$ cat src/rtl/bpu_pkg.sv
// Shared definitions for the branch prediction unit: counter encodings and FSM states.
package bpu_pkg;

    localparam logic [1:0] CTR_SNT = 2'b00;
    localparam logic [1:0] CTR_WNT = 2'b01;
    localparam logic [1:0] CTR_WT  = 2'b10;
    localparam logic [1:0] CTR_ST  = 2'b11;

    typedef logic [1:0] bpu_state_t;

    localparam bpu_state_t ST_INIT  = 2'd0;
    localparam bpu_state_t ST_RUN   = 2'd1;
    localparam bpu_state_t ST_CLEAR = 2'd2;

    localparam int STAT_W = 32;

endpackage

$ cat src/rtl/bpu_sat_ctr.sv
// Next value of a 2-bit saturating direction counter (0..3).
module bpu_sat_ctr
    import bpu_pkg::*;
(
    input  logic [1:0] i_ctr,
    input  logic       i_inc,
    output logic [1:0] o_ctr
);

    always_comb begin
        o_ctr = i_ctr;
        if (i_inc) begin
            if (i_ctr != CTR_ST) o_ctr = i_ctr + 2'd1;
        end else begin
            if (i_ctr != CTR_SNT) o_ctr = i_ctr - 2'd1;
        end
    end

endmodule

$ cat src/rtl/branch_predict_unit.sv
// Direct-mapped BTB with 2-bit counters: IF lookup, EX resolve/update, registered redirect.
// Optional BPU_STATS_EN adds branch and mispredict counters.
module branch_predict_unit
    import bpu_pkg::*;
#(
    parameter  int PC_W    = 9,
    parameter  int ENTRIES = 16,
    localparam int IDX_W   = $clog2(ENTRIES)
) (
    input  logic            clk,
    input  logic            rst_n,
    input  logic [PC_W-1:0] if_pc,
    output logic            pred_taken,
    output logic [PC_W-1:0] pred_target,
    input  logic            ex_valid,
    input  logic [PC_W-1:0] ex_pc,
    input  logic            ex_is_branch,
    input  logic            ex_is_jump,
    input  logic            ex_taken,
    input  logic [PC_W-1:0] ex_target,
    input  logic            ex_pred_taken,
    input  logic [PC_W-1:0] ex_pred_target,
    input  logic            flush_all,
    output logic            redirect,
    output logic [PC_W-1:0] redirect_pc,
`ifdef BPU_STATS_EN
    output logic [STAT_W-1:0] stat_branches,
    output logic [STAT_W-1:0] stat_mispredicts,
`endif
    output logic            bpu_ready
);

    localparam int TAG_W = PC_W - IDX_W - 2;

    typedef struct packed {
        logic [TAG_W-1:0] tag;
        logic [PC_W-1:0]  target;
        logic [1:0]       ctr;
    } entry_t;

    logic [ENTRIES-1:0] r_valid;
    entry_t             r_data [ENTRIES];
    bpu_state_t         r_state;
    logic [IDX_W-1:0]   r_walk_idx;
    logic               r_redirect;
    logic [PC_W-1:0]    r_redirect_pc;

    logic [IDX_W-1:0] w_if_idx;
    logic [TAG_W-1:0] w_if_tag;
    logic             w_if_hit;
    logic [IDX_W-1:0] w_ex_idx;
    logic [TAG_W-1:0] w_ex_tag;
    entry_t           w_ex_entry;
    logic             w_ex_hit;
    logic             w_ctl;
    logic             w_tk;
    logic             w_mispred;
    logic             w_upd;
    logic [1:0]       w_ctr_next;
    logic             w_wr_en;
    logic             w_set_valid;
    logic             w_clr_valid;
    entry_t           w_wr_data;
    logic             w_unused;

    assign w_unused = ^if_pc[1:0];

    // Lookup reads the registered table only, so an entry updated this cycle shows old contents.
    assign w_if_idx    = if_pc[IDX_W+1:2];
    assign w_if_tag    = if_pc[PC_W-1:IDX_W+2];
    assign w_if_hit    = r_valid[w_if_idx] && (r_data[w_if_idx].tag == w_if_tag);
    assign pred_taken  = (r_state == ST_RUN) && w_if_hit && r_data[w_if_idx].ctr[1];
    assign pred_target = w_if_hit ? r_data[w_if_idx].target : '0;

    assign w_ex_idx   = ex_pc[IDX_W+1:2];
    assign w_ex_tag   = ex_pc[PC_W-1:IDX_W+2];
    assign w_ex_entry = r_data[w_ex_idx];
    assign w_ex_hit   = r_valid[w_ex_idx] && (w_ex_entry.tag == w_ex_tag);

    assign w_ctl     = ex_is_branch | ex_is_jump;
    assign w_tk      = ex_is_jump | ex_taken;
    assign w_mispred = ex_valid && (w_ctl ? ((w_tk != ex_pred_taken) ||
                                             (w_tk && (ex_target != ex_pred_target)))
                                          : ex_pred_taken);
    assign w_upd     = ex_valid && (r_state == ST_RUN) && !flush_all;

    bpu_sat_ctr u_sat_ctr (
        .i_ctr (w_ex_entry.ctr),
        .i_inc (ex_taken),
        .o_ctr (w_ctr_next)
    );

    // NOTE: every variable gets a default first so no path leaves it unassigned (no latches).
    always_comb begin
        w_wr_en     = 1'b0;
        w_set_valid = 1'b0;
        w_clr_valid = 1'b0;
        w_wr_data   = w_ex_entry;
        if (w_upd) begin
            if (ex_is_jump) begin
                w_wr_en     = 1'b1;
                w_set_valid = 1'b1;
                w_wr_data   = '{tag: w_ex_tag, target: ex_target, ctr: CTR_ST};
            end else if (ex_is_branch) begin
                if (w_ex_hit) begin
                    w_wr_en       = 1'b1;
                    w_wr_data.ctr = w_ctr_next;
                    if (ex_taken) w_wr_data.target = ex_target;
                end else if (ex_taken) begin
                    w_wr_en     = 1'b1;
                    w_set_valid = 1'b1;
                    w_wr_data   = '{tag: w_ex_tag, target: ex_target, ctr: CTR_WT};
                end
            end else if (w_ex_hit) begin
                w_clr_valid = 1'b1;
            end
        end
    end

    // NOTE: sequential state uses non-blocking assignments so all flops update from pre-edge values.
    always_ff @(posedge clk or negedge rst_n) begin
        if (!rst_n) begin
            r_valid    <= '0;
            r_state    <= ST_INIT;
            r_walk_idx <= '0;
        end else if (r_state == ST_RUN) begin
            if (flush_all) begin
                r_state    <= ST_CLEAR;
                r_walk_idx <= '0;
            end else if (w_set_valid) begin
                r_valid[w_ex_idx] <= 1'b1;
            end else if (w_clr_valid) begin
                r_valid[w_ex_idx] <= 1'b0;
            end
        end else begin
            r_valid[r_walk_idx] <= 1'b0;
            if (flush_all) begin
                r_state    <= ST_CLEAR;
                r_walk_idx <= '0;
            end else if (r_walk_idx == IDX_W'(ENTRIES - 1)) begin
                r_state    <= ST_RUN;
                r_walk_idx <= '0;
            end else begin
                r_walk_idx <= r_walk_idx + IDX_W'(1);
            end
        end
    end

    // NOTE: payload fields have no reset; a cleared valid bit makes their contents irrelevant.
    always_ff @(posedge clk) begin
        if (w_wr_en) r_data[w_ex_idx] <= w_wr_data;
    end

    always_ff @(posedge clk or negedge rst_n) begin
        if (!rst_n) begin
            r_redirect    <= 1'b0;
            r_redirect_pc <= '0;
        end else begin
            r_redirect <= w_mispred;
            if (w_mispred) r_redirect_pc <= w_tk ? ex_target : ex_pc + PC_W'(4);
        end
    end

    assign redirect    = r_redirect;
    assign redirect_pc = r_redirect_pc;
    assign bpu_ready   = (r_state == ST_RUN);

`ifdef BPU_STATS_EN
    logic [STAT_W-1:0] r_stat_branches;
    logic [STAT_W-1:0] r_stat_mispredicts;

    always_ff @(posedge clk or negedge rst_n) begin
        if (!rst_n) begin
            r_stat_branches    <= '0;
            r_stat_mispredicts <= '0;
        end else begin
            if (ex_valid && w_ctl) r_stat_branches <= r_stat_branches + STAT_W'(1);
            if (w_mispred)         r_stat_mispredicts <= r_stat_mispredicts + STAT_W'(1);
        end
    end

    assign stat_branches    = r_stat_branches;
    assign stat_mispredicts = r_stat_mispredicts;
`endif

endmodule

$ cat config.mk
export PLATFORM = sky130hd
export DESIGN_NAME = branch_predict_unit
export DESIGN_NICKNAME = d
export VERILOG_FILES = /design/src/rtl/bpu_pkg.sv /design/src/rtl/bpu_sat_ctr.sv /design/src/rtl/branch_predict_unit.sv
export SDC_FILE = /design/constraint.sdc
export NUM_CORES = 1
export LEC_CHECK = 0
export CAP_MARGIN = 20
export CORE_MARGIN = 2
export CORE_UTILIZATION = 55
export DETAILED_ROUTE_END_ITERATION = 6
export GPL_TIMING_DRIVEN = 0
export HOLD_SLACK_MARGIN = 0.03
export PLACE_DENSITY = 0.74
export SYNTH_ARGS = -nofsm -noshare
export SYNTH_HDL_FRONTEND = slang
export SYNTH_SLANG_ARGS = --single-unit
export TNS_END_PERCENT = 20
$ cat constraint.sdc
create_clock -name clk -period 4.4 [get_ports clk]
set_clock_uncertainty 0.2 [all_clocks]
set_input_delay 0.66 -clock clk [delete_from_list [all_inputs] [get_ports clk]]
set_output_delay 0.66 -clock clk [all_outputs]
set_load 0.05 [all_outputs]
After elaboration in Yosys (flattened, before gate mapping)
Memory sizes are Yosys's and may differ from the RTL's.
Index checks and enable logic that the tools add are counted.

storage, ports and cells
  flip-flop bits (word level) = 32
  bits in writable memories = 224
  bits of input ports = 44
  output and inout bits = 21
  word-level logic and storage cells = 96
  memories kept = 1

memories
  name    depth  bits a word  read ports  clocked after Yosys merged registers in  wr ports  RTL line                   text
  r_data  16     14           2           0                                        1         branch_predict_unit.sv:42  entry_t r_data [ENTRIES];

operators by class
  add/subtract/negate cells = 4
  order comparisons = 5
  eq/ne operators = 10
  muxes and demuxes = 48
  bitwise operators = 7
  reductions and logical operators = 16

operator list
  operator                                                                              count
  16-bit 2-to-1 mux                                                                     4
  14-bit 2-to-1 mux                                                                     4
  16-bit bitwise AND                                                                    2
  16-bit NOT                                                                            2
  9-bit 2-to-1 mux                                                                      3
  1-bit 2-to-1 mux                                                                      20
  4-bit 2-to-1 mux                                                                      4
  16-bit OR                                                                             1
  4-bit by 5-bit less-than comparator with 1-bit output (second input constant)         3
  2-bit 2-to-1 mux                                                                      7
  11-bit 2-to-1 mux                                                                     1
  1-bit logical AND                                                                     10
  9-bit by 3-bit adder with 9-bit output (second input constant)                        1
  9-bit inequality test                                                                 1
  1-bit binary-select mux with 4-bit select                                             2
  1-bit demux with 4-bit select                                                         2
  4-bit by 1-bit greater-or-equal comparator with 1-bit output (second input constant)  2
  3-bit equality test                                                                   2
  2-bit inequality test (second input constant)                                         3
  4-bit by 1-bit adder with 4-bit output (second input constant)                        1
  4-bit equality test (second input constant)                                           1
  2-bit AND reduction                                                                   2
  2-bit nonzero test                                                                    2
  3-bit 2-to-1 mux                                                                      1
  8 further kinds                                                                       9

Logic depth before layout (Yosys ltp)
Gate-level depths: netlist of the first run.

  depth after elaboration = 11
  mapped depth = 10

Modules after synthesis
From an unflattened synthesis of the first run, not the netlist that was laid out.

unflattened totals
  cells, all modules = 707
  area, all modules = 12727.2 µm²

by module, submodules not included
  module               times used  cells an instance  area each (µm²)  seq. area each (µm²)
  branch_predict_unit  1           704                12700.9          7527.2
  bpu_sat_ctr          1           3                  26.3             0.0

Worst setup path after synthesis of the first run
OpenSTA, ideal clock, no wires.

  path type = in2out
  start = in if_pc[2]
  end = out pred_target[0]
  data arrival time = 3.417 ns
  data required time = 3.540 ns
  slack = 0.123 ns
  cell stages on the path = 6
  buffers on the path = 1
  path through = clkbuf_1 > mux4_2 > mux4_2 > xnor2_1 > nand4_1 > nor2b_1

on the way
  word-level cells in the longest chain between the ends = 4

ends and longest elaborated chain
  element                                                                               RTL line                   text
  from (decl)                                                                           branch_predict_unit.sv:12  input logic [PC_W-1:0] if_pc,
  memory read 16 x 14 bit or 1-bit binary-select mux with 4-bit select (tied branches)  n/a
  3-bit equality test or 1-bit 2-to-1 mux (tied branches)                               branch_predict_unit.sv:71  assign w_if_hit = r_valid[w_if_idx] && (r_data[w_if_idx].tag == w_if_tag);
  1-bit logical AND                                                                     branch_predict_unit.sv:71
  9-bit 2-to-1 mux (*)                                                                  branch_predict_unit.sv:73  assign pred_target = w_if_hit ? r_data[w_if_idx].target : '0;
  to (decl)                                                                             branch_predict_unit.sv:14  output logic [PC_W-1:0] pred_target,

Every way passes the cells marked *; elsewhere a longest branch is shown, timed or not. The select of a mux whose other input is x is not followed.

Worst setup path after layout of the first run
  start = in ex_pc[3]
  end = mem r_data[6][13] in the netlist's numbering, enable pin

on the way
  word-level cells in the longest chain between the ends = 9

ends and longest elaborated chain
  element                                                                               RTL line                    text
  from (decl)                                                                           branch_predict_unit.sv:16   input logic [PC_W-1:0] ex_pc,
  memory read 16 x 14 bit or 1-bit binary-select mux with 4-bit select (tied branches)  n/a
  3-bit equality test or 1-bit 2-to-1 mux (tied branches)                               branch_predict_unit.sv:78   assign w_ex_hit = r_valid[w_ex_idx] && (w_ex_entry.tag == w_ex_tag);
  1-bit logical AND                                                                     branch_predict_unit.sv:78
  1-bit 2-to-1 mux                                                                      branch_predict_unit.sv:105  if (w_ex_hit) begin
  1-bit 2-to-1 mux                                                                      branch_predict_unit.sv:104  end else if (ex_is_branch) begin
  1-bit 2-to-1 mux                                                                      branch_predict_unit.sv:100  if (ex_is_jump) begin
  1-bit 2-to-1 mux                                                                      branch_predict_unit.sv:99   if (w_upd) begin
  1-bit 2-to-1 mux                                                                      branch_predict_unit.sv:151  if (w_wr_en) r_data[w_ex_idx] <= w_wr_data;
  1-bit 2-to-1 mux (not written as such)                                                branch_predict_unit.sv:151
  to (decl)                                                                             branch_predict_unit.sv:42

Several ways; a longest one is shown, not always the timed one. The select of a mux whose other input is x is not followed.

==> results of run 1 <==
==> worst paths after layout <==
path                                    start  slack (ns)                         end  cells after the start
worst max register to register  r_data[0][12]        0.60               r_data[6][13]                      9
worst max-delay path                 ex_pc[3]        0.09               r_data[6][13]                     11
worst min-delay path                flush_all        0.25               r_walk_idx[2]                      2
min in group asynchronous               rst_n        0.53  asynchronous set/reset pin                      2
worst min register to register     r_state[1]        0.29                  r_state[1]                      1
max in group asynchronous               rst_n        2.98              redirect_pc[0]                      2
==> through the flow <==
step | instance area, sq um | setup TNS [ns]
3_5_place_dp | 13800 | -212.64
5_1_grt | 15000 | 0
4_1_cts | 14900 | 0
6_report | 15000 | 0
3_3_place_gp | 13500 | -378.79
2_1_floorplan | 12600 | 0
==> state kept, by name, summed over array words and instances (netlist names), named ones only <==
register	cells
r_data	224
r_state	2
r_walk_idx	4
redirect	1
redirect_pc	9
==> what timing repair did <==
action,CTS,global route
endpoints found under the setup margin,168,214
gates cloned,0,0
pin swaps,1,1
gates resized for setup,30,28
endpoints found under the hold margin,32,0
buffers inserted,1,2
hold buffers,1,0
==> area by class of cell <==
| cell class | instances | area, sq um | share of cell area |
|---|---|---|---|
| tap | 285 | 357 | 0.0238 |
| multi-input combinational | 401 | 4890 | 0.326 |
| buffer | 48 | 239 | 0.0160 |
| sequential | 256 | 7530 | 0.503 |
| inverter | 9 | 33.8 | 0.00226 |
| clock inverter | 11 | 180 | 0.0120 |
| clock buffer | 38 | 811 | 0.0541 |
| timing repair buffer | 83 | 942 | 0.0629 |
==> where the power goes <==
group	total, uW	switching [uW]	internal [uW]
clock	2490	956	1530
sequential	2700	11.1	2690
combinational	570	328	242
total	5760	1290	4460
==> routing by layer <==
layer,vias to the layer above,track usage
met3,85,0.0680
met1,4021,0.404
met5,-,0
met2,526,0.478
li1,3182,-
met4,0,0.112
==> cells by family after synthesis <==
logic type      Yosys count
compound gates           65
xor+xnor                 20
fa+ha+maj                 8
buf+inv                  57
flops                   256
mux                     161
simple gates            147
==> cells in the final DEF (no fill, tap or decap), types with 10 or more instances in the layout <==
cell type	n
mux2i_1	10
buf_8	13
a211oi_1	15
xnor2_1	15
nor2b_1	13
clkdlybuf4s50_1	47
nand2_1	68
clkbuf_16	30
clkbuf_1	22
buf_2	10
nor2_1	21
edfxtp_1	224
dfrtp_1	32
mux4_2	139
a21oi_1	17
o221a_1	10
clkbuf_2	16
==> critical path, cell delays in order <==
cell,delay (ns)
clkdlybuf4s50_1,0.51
buf_4,0.25
clkinv_1,0.36
mux2i_1,0.21
mux2_1,0.36
xnor2_1,0.16
a211oi_2,0.46
a21oi_2,0.26
clkbuf_2,0.42
nor2_4,0.49
buf_8,0.21
==> flow_metrics.py, run 1 <==
metrics = {
    "sta": {
        "maxSlewHeadroom": 0.286,
        "slew_violations": 0,
        "hold_ws_ns": 0.253,
        "min_period_over_period": 0.979,
        "fmax_mhz": 232,
        "post-route-min-period_ns": 4.31,
        "rsz0062_at_grt": "false",
        "hold_viol": 0,
        "final.setup.worst_slack_ns": 0.0926,
        "setup_viol": 0,
        "worst_pin_slew_ns": 1.07,
    },
    "cells_and_area": {
        "area.growth.synth_to_final_pct": 19.2,
        "final_nets": 878,
        "insertedDiodeCount": 0,
        "fill_cells": 1420,
        "finalNonFillerCells": 1131,
        "drive_gt1_frac": 0.330,
        "finish.utilization": 0.666,
    },
    "drt": {
        "ant_nets": 0,
        "top_layer_used": "met4",
        "drc": 0,
        "drtIter0Drc": 1087,
        "met1_length_mm": 13.2,
        "dr_wl_met2_mm": 17.0,
        "dr.pass1.iters": 5,
        "wl_per_cell_um": 31.1,
        "wirelength_mm": 35.2,
        "wl_met3_mm": 3.66,
        "vias": 7814,
        "viasPerCell": 6.91,
    },
    "synthesis": {
        "syn_area_per_cell_sq_um": 17.6,
        "synthAdderAreaFrac": 0.00797,
        "netlist_instances": 714,
        "synth_flop_cell": "edfxtp_1",
        "yosysTopAreaCell": "edfxtp_1",
        "ys_warn_count": 0,
        "synth_seq_cells": 256,
        "synthMuxAreaShare": 0.268,
        "syn_nets": 766,
        "synth_edf_count": 224,
        "yosys.area_share.simple": 0.0520,
        "synth_top_family_by_area": "multiplexers",
        "synth_common_cells": "edfxtp_1, mux4_2, nand2_1",
        "synth_cell_types": 46,
        "synth_compound_area_frac": 0.0400,
        "synthTopCellsByArea": "edfxtp_1, mux4_2, dfrtp_1",
        "synth_seq_area_share": 0.599,
        "async_reset_ff_frac": 0.125,
        "synth.top_cell.area_share": 0.536,
        "synth.most_common_cell": "edfxtp_1",
        "yosys.area_share.xor_xnor": 0.0139,
        "netlist_area_sq_um": 12600,
    },
    "die": {
        "dieArea_sq_um": 24100,
        "die_w_um": 155,
        "io_pins": 65,
        "die_h_um": 155,
        "start_util": 0.558,
        "core_area_sq_um": 22500,
        "rows": 55,
    },
    "setup_path": {
        "critPathArrivalTime_ns": 4.36,
        "crit_path_start_kind": "input pin",
        "cp_max_fo": 10,
        "crit_type": "in -> reg",
        "setup.worst_path.end_class": "flop",
        "crit_required_ns": 4.45,
    },
    "grt": {
        "grt_overflow_total": 0,
        "grt_max_degree": 33,
        "grt_pass1_wl_mm": 51.3,
        "antenna_found_initial": 0,
        "grt_pass1_vias": 8029,
        "grt.total_usage": 0.297,
    },
    "min_path": {
        "hold_path.class": "in -> reg",
    },
    "placed_design": {
        "hpwlAfterDp_mm": 23.7,
        "place_congestion": 0.932,
        "pre_cts_slack_ns": -1.25,
        "dpl.cell_count": 1074,
        "io_buffer_count": 58,
    },
    "clock_tree": {
        "clock-sinks": 256,
        "cts_max_path_buffers": 3,
        "tritoncts": "done",
        "cts_buffers": 27,
        "clk_latency_ns": 0.55,
        "cts.clk_slew.worst_paths_ns": 0.06,
        "htree_levels": 1,
        "cts-root-buf": "clkbuf_16",
    },
    "power_and_ir_drop": {
        "peakVddDrop_uv": 264,
        "leakagePower_uw": 0.00492,
        "power_density_nw_per_um2": 385,
        "p_total_uw": 5760,
    },
    "flow_run": {
        "maxCapViolations": 0,
    },
    "status": {
        "status": "finished, final reports clean",
    },
}
(Power assumes the default switching activity.)
==> run 2, diff against run 1 <==
--- a/config.mk
+++ b/config.mk
@@ -6,7 +6,7 @@
 export NUM_CORES = 1
 export LEC_CHECK = 0
 export CAP_MARGIN = 20
-export CORE_MARGIN = 2
+export CORE_MARGIN = 5
 export CORE_UTILIZATION = 55
 export DETAILED_ROUTE_END_ITERATION = 6
 export GPL_TIMING_DRIVEN = 0
==> run 2 against run 1 <==
  * Sequential power is essentially flat
  * Register-to-register slack gained 0.02 ns
  * Cell area shrank 0.51%
  * Global-route usage shrank 2.5 points
  * Utilization shrank 0.54 points
  * Die area grew 7.9%
  * Via count grew 1.2%
  * First-iteration DRC count grew 3.8%
  * Largest power group unchanged
==> flow_metrics.py, run 2 (synthesis gave the netlist of run 1 again) <==
metrics = {
    "drt": {
        "viasPerCell": 6.98,
        "wl_per_cell_um": 30.8,
        "ant_nets": 0,
        "top_layer_used": "met4",
        "drc": 0,
        "wl_met3_mm": 3.74,
        "dr.pass1.iters": 5,
        "dr_wl_met2_mm": 16.8,
        "wirelength_mm": 34.9,
        "met1_length_mm": 13.2,
        "drtIter0Drc": 1128,
        "vias": 7908,
    },
    "placed_design": {
        "hpwlAfterDp_mm": 23.8,
        "io_buffer_count": 58,
        "place_congestion": 0.912,
        "pre_cts_slack_ns": -1.28,
    },
    "setup_path": {
        "crit_path_start_kind": "input pin",
        "cp_max_fo": 11,
        "crit_type": "in -> reg",
        "reg2reg_depth": 9,
        "crit_required_ns": 4.45,
        "slowest_stage": "clkdlybuf4s50_1",
        "slowest_delay_ns": 0.51,
        "critPathArrivalTime_ns": 4.36,
        "path_cells": "clkdlybuf4s50_1, buf_4, clkinv_1, mux2i_1, mux2_1, xnor2_1, a211oi_2, a21oi_2, clkbuf_2, nor2_2, buf_8",
        "setup.worst_path.end_class": "flop",
    },
    "grt": {
        "grt.total_usage": 0.272,
        "antenna_found_initial": 0,
        "grt_overflow_total": 0,
        "grt_pass1_vias": 8024,
        "grt_pass1_wl_mm": 52.0,
        "grt_max_degree": 33,
    },
    "sta": {
        "hold_ws_ns": 0.255,
        "worst_pin_slew_ns": 1.03,
        "hold_viol": 0,
        "maxSlewHeadroom": 0.312,
        "post-route-min-period_ns": 4.31,
        "final.setup.worst_slack_ns": 0.0873,
        "setup_viol": 0,
        "rsz0062_at_grt": "true",
        "min_period_over_period": 0.980,
        "fmax_mhz": 232,
        "slew_violations": 0,
    },
    "status": {
        "status": "finished, final reports clean",
    },
    "clock_tree": {
        "tritoncts": "done",
        "cts-root-buf": "clkbuf_16",
        "cts_max_path_buffers": 3,
        "clock-sinks": 256,
        "cts_buffers": 26,
        "clk_latency_ns": 0.55,
        "htree_levels": 1,
        "cts.clk_slew.worst_paths_ns": 0.06,
    },
    "cells_and_area": {
        "insertedDiodeCount": 0,
        "largest-register": "r_data",
        "largest_reg_flops": 224,
        "layout_commonest_cell": "edfxtp_1",
        "final_nets": 880,
        "drive_gt1_frac": 0.321,
        "fill_cells": 1511,
        "final_cell_mix": "edfxtp_1, mux4_2, nand2_1",
        "area.growth.synth_to_final_pct": 18.6,
    },
    "power_and_ir_drop": {
        "power_density_nw_per_um2": 375,
        "leakagePower_uw": 0.00494,
        "peakVddDrop_uv": 284,
    },
    "die": {
        "rows": 55,
        "die_h_um": 161,
        "core_area_sq_um": 22600,
        "start_util": 0.556,
        "io_pins": 65,
        "die_w_um": 161,
        "dieArea_sq_um": 26000,
    },
    "min_path": {
        "min_delay_path_depth": 2,
        "hold_path.class": "in -> reg",
    },
    "flow_run": {
        "maxCapViolations": 0,
    },
}
-- run 2: cell count changes in the layout (fill, tap and decap cells not counted), moves of 2 or more --
| cell | before | now |
|---|---|---|
| buf_16 | 4 | 2 |
| buf_4 | 5 | 8 |
| clkbuf_1 | 22 | 19 |
| clkbuf_16 | 30 | 26 |
| clkbuf_2 | 16 | 11 |
| clkdlybuf4s15_2 | 4 | 1 |
| clkinv_2 | 3 | 8 |
| dlygate4sd2_1 | 0 | 10 |
-- run 2: per-stage QoR --
stage | cells | power [uW] | util | instance area, sq um | setup TNS (ns)
finish | 1133 | 5590 | 0.660 | 14900 | 0
global route | 1133 | 5760 | 0.660 | 14900 | -0.322
CTS | 1124 | 5590 | 0.653 | 14700 | -0.629
detailed placement | 1074 | 3310 | 0.612 | 13800 | -197.94
global placement | 1057 | 3290 | 0.598 | 13500 | -357.73
floorplan | 714 | 3110 | - | 12600 | 0
-- run 2: layout make-up --
type | instances | area [sq um] | share of cell area
Sequential cell | 256 | 7530 | 0.505
Multi-Input combinational cell | 401 | 4890 | 0.328
Timing Repair Buffer | 86 | 966 | 0.0648
Clock buffer | 33 | 704 | 0.0473
Tap cell | 285 | 357 | 0.0239
Buffer | 48 | 235 | 0.0158
Clock inverter | 15 | 189 | 0.0127
Inverter | 9 | 33.8 | 0.00227
-- run 2: worst max-delay path: cells and delay by family --
family	cells	cell delay [ns]
compound gates	2	0.70
simple gates	1	0.49
xor+xnor	1	0.15
buf+inv	5	1.77
mux	2	0.56
-- run 2: where the power goes --
part           leakage (uW)  internal (uW)  total (uW)  switching (uW)
combinational       0.00207            240         564             323
sequential          0.00242           2690        2700            11.0
clock              0.000448           1370        2320             952
total               0.00494           4300        5590            1290
-- run 2: timing repair --
item                                    in CTS  in global routing
endpoints found under the setup margin     170                276
hold endpoints to repair                    32                  0
gates resized for setup                     22                 17
pin swaps                                    1                  4
hold buffers                                 1                  0
setup buffers                                1                  5
-- run 2: final timing paths --
path,start,end,slack [ns]
min in group asynchronous,rst_n,asynchronous set/reset pin,0.53
worst min-delay path,flush_all,r_walk_idx[2],0.26
worst max-delay path,ex_pc[3],r_data[13][2],0.09
worst min register to register,r_state[1],r_state[1],0.28
worst max register to register,r_data[14][12],r_data[13][2],0.62
max in group asynchronous,rst_n,r_state[1],2.99
-- run 2: routing by layer --
layer	up-vias	global-route usage
met5	-	0
li1	3188	-
met1	4048	0.383
met4	0	0.0958
met2	586	0.432
met3	86	0.0541
==> run 3, diff against run 2 <==
--- a/config.mk
+++ b/config.mk
@@ -15,4 +15,4 @@
 export SYNTH_ARGS = -nofsm -noshare
 export SYNTH_HDL_FRONTEND = slang
 export SYNTH_SLANG_ARGS = --single-unit
-export TNS_END_PERCENT = 20
+export TNS_END_PERCENT = 30
==> results of run 3 <==
No change in the layout: final DEF, timing and power equal those of run 2.
